## src/rtl/reg_file_mp.sv

```systemverilog
// Multi-port register file: one write port (lowest set write_en bit wins), a
// multi-hot increment port, and two independent one-hot combinational read ports.
module reg_file_mp #(
    parameter int                   REG_COUNT   = 11,
    parameter int                   REG_WIDTH   = 12,
    parameter int                   DEFAULT_SEL = 8,
    parameter logic [REG_WIDTH-1:0] RESET_VALUE = '0
) (
    input  logic                 clk,
    input  logic                 reset,
    input  logic [REG_COUNT-1:0] write_en,
    input  logic [REG_WIDTH-1:0] datain,
    input  logic [REG_COUNT-1:0] inc_en,
    input  logic [REG_COUNT-1:0] read_en_a,
    input  logic [REG_COUNT-1:0] read_en_b,
    input  logic                 err_clr,
    output logic [REG_WIDTH-1:0] dataout_a,
    output logic [REG_WIDTH-1:0] dataout_b,
    output logic                 wr_ack,
    output logic                 inc_wrap,
    output logic                 write_err
);

    localparam int IDX_W = (REG_COUNT > 1) ? $clog2(REG_COUNT) : 1;

    logic [REG_WIDTH-1:0] regs [REG_COUNT];

    logic [REG_COUNT-1:0] wr_mask;
    logic [REG_COUNT-1:0] eff_inc;
    logic                 wr_any;
    logic                 wr_multi;
    logic                 wrap_any;
    logic [IDX_W-1:0]     idx_a;
    logic [IDX_W-1:0]     idx_b;

    // Non-one-hot selects (zero or multi-hot) fall back to DEFAULT_SEL.
    function automatic logic [IDX_W-1:0] sel_index(input logic [REG_COUNT-1:0] sel);
        logic [IDX_W-1:0] idx;
        idx = IDX_W'(DEFAULT_SEL);
        if ((sel != '0) && ((sel & (sel - REG_COUNT'(1))) == '0)) begin
            for (int i = 0; i < REG_COUNT; i++) begin
                if (sel[i]) idx = IDX_W'(i);
            end
        end
        return idx;
    endfunction

    always_comb begin
        wr_any   = |write_en;
        wr_multi = (write_en & (write_en - REG_COUNT'(1))) != '0;
        // Two's-complement trick isolates the lowest set bit: that index wins the write.
        wr_mask  = write_en & (~write_en + REG_COUNT'(1));
        eff_inc  = inc_en & ~wr_mask;
        wrap_any = 1'b0;
        for (int i = 0; i < REG_COUNT; i++) begin
            if (eff_inc[i] && (regs[i] == '1)) wrap_any = 1'b1;
        end
    end

    always_comb begin
        idx_a     = sel_index(read_en_a);
        idx_b     = sel_index(read_en_b);
        dataout_a = regs[idx_a];
        dataout_b = regs[idx_b];
    end

    always_ff @(posedge clk or negedge reset) begin
        if (!reset) begin
            for (int i = 0; i < REG_COUNT; i++) regs[i] <= RESET_VALUE;
            wr_ack    <= 1'b0;
            inc_wrap  <= 1'b0;
            write_err <= 1'b0;
        end else begin
            for (int i = 0; i < REG_COUNT; i++) begin
                if (wr_mask[i])      regs[i] <= datain;
                else if (eff_inc[i]) regs[i] <= regs[i] + REG_WIDTH'(1);
            end
            wr_ack   <= wr_any;
            inc_wrap <= wrap_any;
            // A new multi-hot write takes priority over a coincident clear.
            if (wr_multi)     write_err <= 1'b1;
            else if (err_clr) write_err <= 1'b0;
        end
    end

endmodule
```

## config.mk

```make
export PLATFORM = sky130hd
export DESIGN_NAME = reg_file_mp
export DESIGN_NICKNAME = d
export VERILOG_FILES = /design/src/rtl/reg_file_mp.sv
export SDC_FILE = /design/constraint.sdc
export NUM_CORES = 1
export LEC_CHECK = 0
export BUFFER_PORTS_ARGS = -buffer_cell sky130_fd_sc_hd__buf_2
export CAP_MARGIN = 0
export CORE_MARGIN = 10
export CORE_UTILIZATION = 45
export CTS_BUF_LIST = sky130_fd_sc_hd__clkbuf_2
export DETAILED_ROUTE_END_ITERATION = 8
export MAX_ROUTING_LAYER = met4
export PLACE_DENSITY = 0.65
export SETUP_SLACK_MARGIN = 0.05
export SLEW_MARGIN = 20
export SYNTH_ARGS = -nofsm -noshare
export SYNTH_HDL_FRONTEND = slang
export SYNTH_SLANG_ARGS = --single-unit
```

## constraint.sdc

```tcl
create_clock -name clk -period 4.8 [get_ports clk]
set_clock_uncertainty 0.2 [all_clocks]
set_input_delay 1.44 -clock clk [delete_from_list [all_inputs] [get_ports clk]]
set_output_delay 1.44 -clock clk [all_outputs]
set_load 0.005 [all_outputs]
```

==> results_dict.tcl, run 1 <==
set metrics [dict create \
    yosysUniqueCellTypes 79 \
    syn_nets 1353 \
    vias 11319 \
    routed_wl_mm 45.6 \
    tightest_slew_ns 0.819 \
    gp_congestion 1.01 \
    rsz0062_at_grt "true" \
    antenna_found_initial 2 \
    muxShareOfSynthArea_pct 5.30 \
    dominantRegCellSynth "dfrtp_1" \
    violations "negative setup slack" \
    grt_pass1_wl_mm 68.2 \
    die_h_um 172 \
    synth_top_family_by_area "simple AND/OR/NAND/NOR gates" \
    start_kind "input port" \
    drive_gt1_share_pct 33.4 \
    worst_ep_required_time_ns 3.16 \
    port_buffers 85 \
    use_met2_pct 47.6 \
    grt.busiest_layer "met2" \
    cellLeakagePower_nw 5.83 \
    coreArea_mm2 0.0228 \
    clockBufferDepth 2 \
    min_from "regs[60]" \
    hold_viol_final 0 \
    area_growth_pct 39.1 \
    grt_max_degree 85 \
    grt_usage_pct 31.6 \
    drv_cap 0 \
    h-tree-depth 4 \
    synth-compound-area-share_pct 23.3 \
    initial_core_util_pct 45.9 \
    syn_area_mm2 0.0105 \
    clkPwrFrac_pct 14.0 \
    ios 86 \
    layout_commonest_cell "nand2_1" \
    worstRegToRegCells 8 \
    p_int_w 0.00264 \
    synth_edf_count 0 \
    yosys_register_bits 135 \
    seqCellArea_mm2 0.00338 \
    synth-simple-area-share_pct 23.4 \
    place_ws_ns -0.895 \
    die_area_mm2 0.0297 \
    r2r_start "regs[51]" \
    async_reset_ff_share_pct 100 \
    power_switching_w 0.00234 \
    ctsHoldBuffers 0 \
    setup_viol 24 \
    cts_inserted_buffers 17 \
    viasPerCell 6.15 \
    multi_input_area_mm2 0.00802 \
    switching_share_pct 47.1 \
    fillCellCount 1976 \
    clkSinkCount 135 \
    chipWidth_um 172 \
    syn_area_per_cell_um2 8.15 \
    drc_errors 0 \
    powerDensity_mw_per_mm2 343 \
    synthAdderAreaFrac_pct 1.41 \
    worst_setup_path_end_kind "primary output" \
    ys.warnings.count 0 \
    post_drt_wl_per_cell_um 24.8 \
    cts_tree "done" \
    firstDrtPassIters 6 \
    synth-xor-area-share_pct 10.1 \
    ir_worst_vdd_v 0.000231 \
    yosysSeqAreaShare_pct 32.3 \
    fin_ws_ns -0.667 \
    grt_use_met3_pct 6.66 \
    p_seq_share_pct 47.0 \
    finalCritPeriodShare_pct 114 \
    fmax_mhz 183 \
    grt_overflow_total 0 \
    clk_pin_slew_ns 0.22 \
    critPathLaunch "read_en_a[4]" \
    fin_crit_ns 5.47 \
    hold_path.class "reg2reg" \
    ant_nets 0 \
    clk_latency_ns 0.76 \
    synthCells 1283 \
    max_slew_margin_pct 45.4 \
    status "complete, but fails checks" \
    min_path_cells 2 \
    met1_usage_pct 40.5 \
    fin_cells 1839 \
    rows 55 \
    combPwrFrac_pct 39.1 \
    final_cell_mix "nand2_1 (163), buf_4 (161), dfrtp_1 (135)" \
    drt_iter0_drc 1108 \
    cts-root-buf "clkbuf_2" \
    arrival_ns 3.83 \
    crit_fanout 5 \
    dpl.hpwl_mm 33.1 \
    critical_path_class "in2out" \
    grt_pass1_vias 10883 \
    dp_cells 1771 \
    final_nets 1582 \
    slew_violations 0 \
    whs_ns 0.472 \
]
==> what timing repair did <==
item | 4_1_cts | 5_1_grt
gates resized for setup | 135 | 72
cloned | 6 | 1
pin swaps | 26 | 25
buffers inserted | 20 | 12
setup endpoints to repair | 24 | 24
==> routing by layer <==
metal,vias up,routed length (µm)
met3,130,3890
met5,-,0
li1,5193,-
met1,5488,19000
met2,508,20400
met4,0,2290
==> power by group through the flow <==
stage / clock, W / combinational [W] / sequential, W
global placement: 0 / 0.00169 / 0.00228
finish: 0.000695 / 0.00194 / 0.00234
CTS: 0.000703 / 0.00185 / 0.00228
global route: 0.000756 / 0.00212 / 0.00236
floorplan: 0 / 0.00123 / 0.00191
detailed placement: 0 / 0.00173 / 0.00229
==> stage by stage <==
step / instance area [µm²] / TNS (ns) / util (%) / total power, W
6_report: 14500 / -13.96 / 63.8 / 0.00498
2_1_floorplan: 11000 / -2.21 / - / 0.00314
3_3_place_gp: 12900 / -16.24 / 56.7 / 0.00397
4_1_cts: 14100 / -13.04 / 61.8 / 0.00484
5_1_grt: 14500 / -15.67 / 63.8 / 0.00523
3_5_place_dp: 12900 / -16.42 / 56.7 / 0.00402
==> layout make-up <==
| type | instances | area share (%) |
|---|---|---|
| Inverter | 15 | 0.387 |
| Sequential cell | 135 | 23.2 |
| Tap cell | 313 | 2.69 |
| Clock inverter | 13 | 0.835 |
| Multi-Input combinational cell | 1049 | 55.2 |
| Timing Repair Buffer | 294 | 17.0 |
| Antenna cell | 2 | 0.0344 |
| Clock buffer | 18 | 0.620 |
==> cell usage after synthesis, drive strengths merged (7+ instances only) <==
cell,instances,share of area [%]
dfrtp,135,32
xor2,81,6.8
clkbuf,59,2.1
a21boi,34,2.5
nor2,102,3.7
and3,41,2.5
nand4,44,2.6
mux2,11,1.2
a2111oi,28,2.7
inv,15,0.54
a21oi,102,4.9
mux2i,43,4.1
nand3,31,1.5
a221oi,14,1.2
nor3,38,1.9
nor3b,10,0.72
nor4,10,0.86
buf,27,1.4
ha,11,1.3
nand2,168,6.1
o22ai,12,0.72
a211oi,16,1.2
o21ai,89,4.3
o41ai,7,0.73
xnor2,40,3.4
o31ai,14,1.0
and4,8,0.67
==> sequential cells by signal, summed over array words and instances (netlist names) <==
name       count
inc_wrap       1
write_err      1
regs         132
wr_ack         1
==> final timing paths <==
check                                    end  slack (ns)
worst min-delay path                regs[60]        0.47
max in group asynchronous           regs[71]        3.07
worst min register to register      regs[60]        0.47
worst max-delay path            dataout_a[2]       -0.67
worst max register to register      inc_wrap        2.06
min in group asynchronous           regs[84]        0.50
==> worst max-delay path, cell delays in order <==
cell and delay (ns):
buf_8 0.11, or3_4 0.39, a211oi_2 0.15, o31a_2 0.22, a21boi_4 0.28, buf_6 0.15, and3_4 0.23, buf_4 0.12
a2111oi_2 0.07, buf_4 0.17, a2111oi_4 0.32, buf_2 0.17
==> cells by family (layout without fill, tap and decap cells) <==
group / count (synthesis) / in the layout
adder cells (fa/ha/maj): 12 / 12
XOR/XNOR: 121 / 121
other: 0 / 2
AND/OR/NAND/NOR: 494 / 496
buffers and inverters: 101 / 340
AO/OA/AOI/OAI: 366 / 366
multiplexers: 54 / 54
flip-flops: 135 / 135
(Power assumes the default switching activity.)
==> inputs of run 2 (changes only) <==
GPL_ROUTABILITY_DRIVEN = 0   (was default)
RECOVER_POWER = 100   (was default)
==> run 2 against run 1 <==
  * The flow finishes with violations (max-capacitance violations, max-slew violations, negative setup slack)
  * Utilization rose by 2.4 points
  * Final area grew 3.7%
  * Combinational power is 9% higher
  * Largest cell class unchanged
==> results_dict.tcl, run 2 (synthesized netlist as in run 1, its figures left out) <==
set metrics [dict create \
    clockBufferDepth 2 \
    min_path_cells 2 \
    powerDensity_mw_per_mm2 354 \
    fmax_mhz 171 \
    viasPerCell 6.58 \
    postLayoutCoreUtil_pct 66.2 \
    crit_chain "buf_8 > or3_4 > a211oi_2 > o31a_4 > a21boi_4 > buf_4 > buf_16 > a21boi_0 > o221ai_2 > o211ai_1 > buf_2" \
    timing.rr.end "inc_wrap" \
    h-tree-depth 4 \
    critical_path_buf_inv_count 4 \
    final_cell_area_mm2 0.0151 \
    grt_pass1_vias 11253 \
    fin_cells 1856 \
    hold_path.class "reg2reg" \
    ios 86 \
    setup_tns_ns -15.07 \
    initial_core_util_pct 45.9 \
    grt_usage_pct 30.7 \
    post_drt_wl_per_cell_um 26.1 \
    fin_ws_ns -1.05 \
    cp_slowest_cell "o221ai_2" \
    hold_viol_final 0 \
    worst_ep_required_time_ns 3.16 \
    critical_path_class "in2out" \
    power_switching_w 0.00248 \
    dpl-instance-area_mm2 0.0128 \
    reg2reg_setup_slack_ns 1.81 \
    cts_inserted_buffers 17 \
    routed_wl_mm 48.5 \
    drt_iter0_drc 1730 \
    chipWidth_um 172 \
    cts-root-buf "clkbuf_2" \
    ant_nets 0 \
    status "complete, but fails checks" \
    combPwrFrac_pct 39.6 \
    worst_setup_path_end_kind "primary output" \
    setup_viol 24 \
    drive_gt1_share_pct 34.2 \
    drv_cap 1 \
    violations "max-capacitance violations, max-slew violations, negative setup slack" \
    largest-register "regs" \
    port_buffers 85 \
    clkSinkCount 135 \
    clk_latency_ns 0.79 \
    dpl.hpwl_mm 31.1 \
    p_int_w 0.00286 \
    crit_family "compound AO/OA/AOI/OAI gates" \
    grt_pass1_wl_mm 67.4 \
    arrival_ns 4.21 \
    crit_fanout 10 \
    start_kind "input port" \
    die_area_mm2 0.0297 \
    grt_max_degree 99 \
    final_nets 1598 \
    fin_crit_ns 5.85 \
    max_slew_margin_pct -73.0 \
    finalCritPeriodShare_pct 122 \
    clk_pin_slew_ns 0.22 \
    layout_commonest_cell "nand2_1" \
    slew_violations 99 \
    min_to "regs[60]" \
    total_power_w 0.00534 \
    tightest_slew_ns 2.59 \
    drc_errors 0 \
    rsz0062_at_grt "true" \
    r2r_start "regs[38]" \
    coreArea_mm2 0.0228 \
    firstDrtPassIters 8 \
    die_h_um 172 \
    cts_tree "done" \
    dp_cells 1759 \
    antenna_found_initial 1 \
    fillCellCount 1708 \
    ir_worst_vdd_v 0.000224 \
    ctsHoldBuffers 0 \
    final_cell_mix "nand2_1 (165), buf_4 (155), dfrtp_1 (135)" \
    area_growth_pct 44.3 \
    largest_reg_flops 132 \
    vias 12220 \
    clkPwrFrac_pct 15.6 \
    cellLeakagePower_nw 5.99 \
    critical-path-max-stage-delay_ns 0.43 \
    min_from "regs[60]" \
    grt_overflow_total 0 \
    rows 55 \
    cp.depth 11 \
    worstRegToRegCells 7 \
    p_seq_share_pct 44.9 \
    switching_share_pct 46.4 \
]
run 2: changes by cell type in the layout (fill, tap and decap cells not counted), sizes merged, moves of 2 or more:
cell / before / now
clkbuf: 19 / 42
bufinv: 1 / 4
bufbuf: 2 / 0
buf: 291 / 288
inv: 20 / 18
run 2: repair_timing:
action | in CTS | in global routing
gates resized for setup | 191 | 98
endpoints found under the hold margin | 0 | 0
cloned | 6 | 3
pin swaps | 51 | 55
setup endpoints to repair | 24 | 24
setup buffers | 28 | 32
run 2: per-layer routing:
metal,up-vias,GRT usage [%],wire [µm]
li1,5218,-,-
met1,5764,38.0,18100
met2,932,45.1,20700
met3,306,7.59,5840
met4,0,17.2,3920
met5,-,-,0
run 2: through the flow:
step / hold WS [ns] / setup slack [ns]
floorplan: 0.369 / -0.143
global placement: 0.410 / -0.809
detailed placement: 0.424 / -0.810
CTS: 0.467 / -0.599
global route: 0.511 / -1.01
finish: 0.470 / -1.05
run 2: cell type report:
cell class | count | area [µm²] | share of cell area (%)
antenna | 3 | 7.51 | 0.0498
clock buffer | 19 | 95.1 | 0.631
clock inverter | 12 | 175 | 1.16
inverter | 15 | 56.3 | 0.373
multi-input combinational | 1048 | 8350 | 55.4
sequential | 135 | 3380 | 22.4
tap | 313 | 392 | 2.60
timing repair buffer | 311 | 2620 | 17.4
run 2: power by group through the flow:
stage | clock [W] | sequential (W) | combinational [W]
2_1_floorplan | 0 | 0.00191 | 0.00123
6_report | 0.000832 | 0.00240 | 0.00211
4_1_cts | 0.000828 | 0.00226 | 0.00190
5_1_grt | 0.000878 | 0.00238 | 0.00227
3_3_place_gp | 0 | 0.00226 | 0.00167
3_5_place_dp | 0 | 0.00227 | 0.00172
run 2: worst register-to-register path, delay by kind of cell (launching register included):
kind	cells	cell delay (ns)
flops	1	0.55
compound gates	2	0.50
simple gates	5	1.58
run 2: worst max-delay path by stage:
| stage | startpoint | endpoint | slack, ns |
|---|---|---|---|
| after global placement | read_en_a[2] | dataout_a[7] | -0.81 |
| after CTS | read_en_b[0] | dataout_b[3] | -0.60 |
| after detailed placement | read_en_a[2] | dataout_a[7] | -0.81 |
| final | read_en_a[4] | dataout_a[8] | -1.05 |
| after floorplan | read_en_b[10] | dataout_b[7] | -0.14 |
| after global routing | read_en_a[4] | dataout_a[8] | -1.01 |
==> inputs of run 3 (changes only) <==
CORE_UTILIZATION = 40   (was 45)
PLACE_DENSITY = default   (was 0.65)
==> run 3 against run 2 <==
  * The flow still finishes with violations (max-capacitance violations, max-slew violations, negative setup slack)
  * Clock power is 5.6% lower
  * Routed wire length fell by 2.0%
  * Hold slack worse by 0.014 ns
  * Register-to-register slack improved by 0.08 ns
  * Fmax increased by 4.2%
  * Sequential cell count unchanged
  * Via count down 3.2%
  * Final cell count increased by 1.0%
  * Total power shrank 2.6%
  * Combinational power is 2% lower
  * Critical endpoint is now dataout_a[4]
==> results_dict.tcl, run 3 (synthesized netlist as in run 1, its figures left out) <==
set metrics [dict create \
    cts-root-buf "clkbuf_2" \
    drt_iter0_drc 1428 \
    min_to "regs[60]" \
    grt_pass1_vias 11308 \
    chipWidth_um 182 \
    fmax_mhz 178 \
    clockBufferDepth 2 \
    ios 86 \
    total_power_w 0.00520 \
    routed_wl_mm 47.6 \
    port_buffers 85 \
    violations "max-capacitance violations, max-slew violations, negative setup slack" \
    area_growth_pct 43.4 \
    dp_cells 1798 \
    grt_usage_pct 27.4 \
    cellLeakagePower_nw 5.91 \
    powerDensity_mw_per_mm2 347 \
    timing.rr.end "inc_wrap" \
    ant_nets 0 \
    worst_ep_required_time_ns 3.16 \
    hold_path.class "reg2reg" \
    vias 11831 \
    final_cell_mix "nand2_1 (162), buf_4 (159), dfrtp_1 (135)" \
    clk_latency_ns 0.77 \
    initial_core_util_pct 40.3 \
    status "complete, but fails checks" \
    setup_viol 24 \
    worst_setup_path_end_kind "primary output" \
    grt_pass1_wl_mm 68.6 \
    grt_max_degree 71 \
    drv_cap 2 \
    viasPerCell 6.31 \
    drc_errors 0 \
    ir_worst_vdd_v 0.000197 \
    min_path_cells 2 \
    critical_path_class "in2out" \
    largest_reg_flops 132 \
    post_drt_wl_per_cell_um 25.4 \
    reg2reg_setup_slack_ns 1.89 \
    start_kind "input port" \
    die_h_um 182 \
    firstDrtPassIters 8 \
    h-tree-depth 4 \
    final_cell_area_mm2 0.0150 \
    hold_viol_final 0 \
    crit_fanout 4 \
    tightest_slew_ns 3.74 \
    antenna_found_initial 1 \
    rsz0062_at_grt "true" \
    dpl-instance-area_mm2 0.0129 \
    layout_commonest_cell "nand2_1" \
    dpl.hpwl_mm 32.1 \
    arrival_ns 3.98 \
    die_area_mm2 0.0330 \
    place_ws_ns -0.865 \
    drive_gt1_share_pct 34.4 \
    ctsHoldBuffers 0 \
    min_from "regs[60]" \
    r2r_start "regs[50]" \
    cts_tree "done" \
    fin_cells 1875 \
    final_nets 1596 \
    cts_inserted_buffers 17 \
    fin_crit_ns 5.62 \
    finalCritPeriodShare_pct 117 \
    worstRegToRegCells 7 \
    slew_violations 77 \
    clk_pin_slew_ns 0.23 \
    largest-register "regs" \
    max_slew_margin_pct -149 \
    fin_ws_ns -0.816 \
    coreArea_mm2 0.0259 \
    grt_overflow_total 0 \
    rows 59 \
    clkSinkCount 135 \
]
[run 3: cell type report]
cell class / instances / area (µm²)
well taps: 335 / 419
fillers: 2213 / 10900
flip-flops and latches: 135 / 3380
clock buffers: 17 / 85.1
diodes: 1 / 2.50
repair buffers: 310 / 2570
clock inverters: 15 / 178
inverters: 15 / 56.3
multi-input cells: 1047 / 8300
[run 3: worst max path at each step]
stage                        startpoint            to  slack (ns)  depth (start not counted)
after floorplan           read_en_b[10]  dataout_b[7]       -0.14                          8
after global placement     read_en_b[2]  dataout_b[9]       -0.90                         12
after detailed placement   read_en_b[2]  dataout_b[9]       -0.86                         12
after CTS                  read_en_a[4]  dataout_a[5]       -0.65                         11
after global routing       read_en_a[2]  dataout_a[4]       -0.86                         12
final                      read_en_a[2]  dataout_a[4]       -0.82                         12
[run 3: power by group]
part	leakage (nW)	internal, W	switching [W]	total (W)
clock	0.144	0.000291	0.000494	0.000785
combinational	4.12	0.00100	0.00106	0.00207
sequential	1.64	0.00150	0.000850	0.00235
total	5.91	0.00279	0.00241	0.00520
[run 3: critical path: stages]
cell,delay (ns)
buf_8,0.10
nand2b_4,0.12
a221o_1,0.37
a21boi_4,0.21
buf_6,0.15
buf_4,0.12
mux2i_1,0.59
o31ai_1,0.17
buf_4,0.19
nor3_1,0.29
a2111oi_4,0.06
buf_2,0.14
[run 3: timing repair]
action | CTS | global route
buffers inserted | 30 | 21
pin swaps | 52 | 48
resized for setup | 182 | 97
setup endpoints to repair | 24 | 24
cloned | 6 | 3
[run 3: per-layer routing]
metal  global-route usage, %  wire [µm]  vias to the layer above
met2                    41.6      20600                      700
met3                    5.01       4710                      237
met1                    33.8      18700                     5685
met5                       -          0                        -
li1                        -          -                     5209
met4                    15.1       3480                        0
[run 3: metrics by stage]
| stage | setup TNS (ns) | hold slack, ns | utilization (%) |
|---|---|---|---|
| 6_report | -15.27 | 0.456 | 57.8 |
| 5_1_grt | -46.31 | 0.511 | 57.8 |
| 4_1_cts | -13.30 | 0.393 | 55.9 |
| 3_5_place_dp | -16.20 | 0.423 | 50.0 |
| 3_3_place_gp | -15.83 | 0.415 | 50.0 |
| 2_1_floorplan | -2.21 | 0.369 | - |
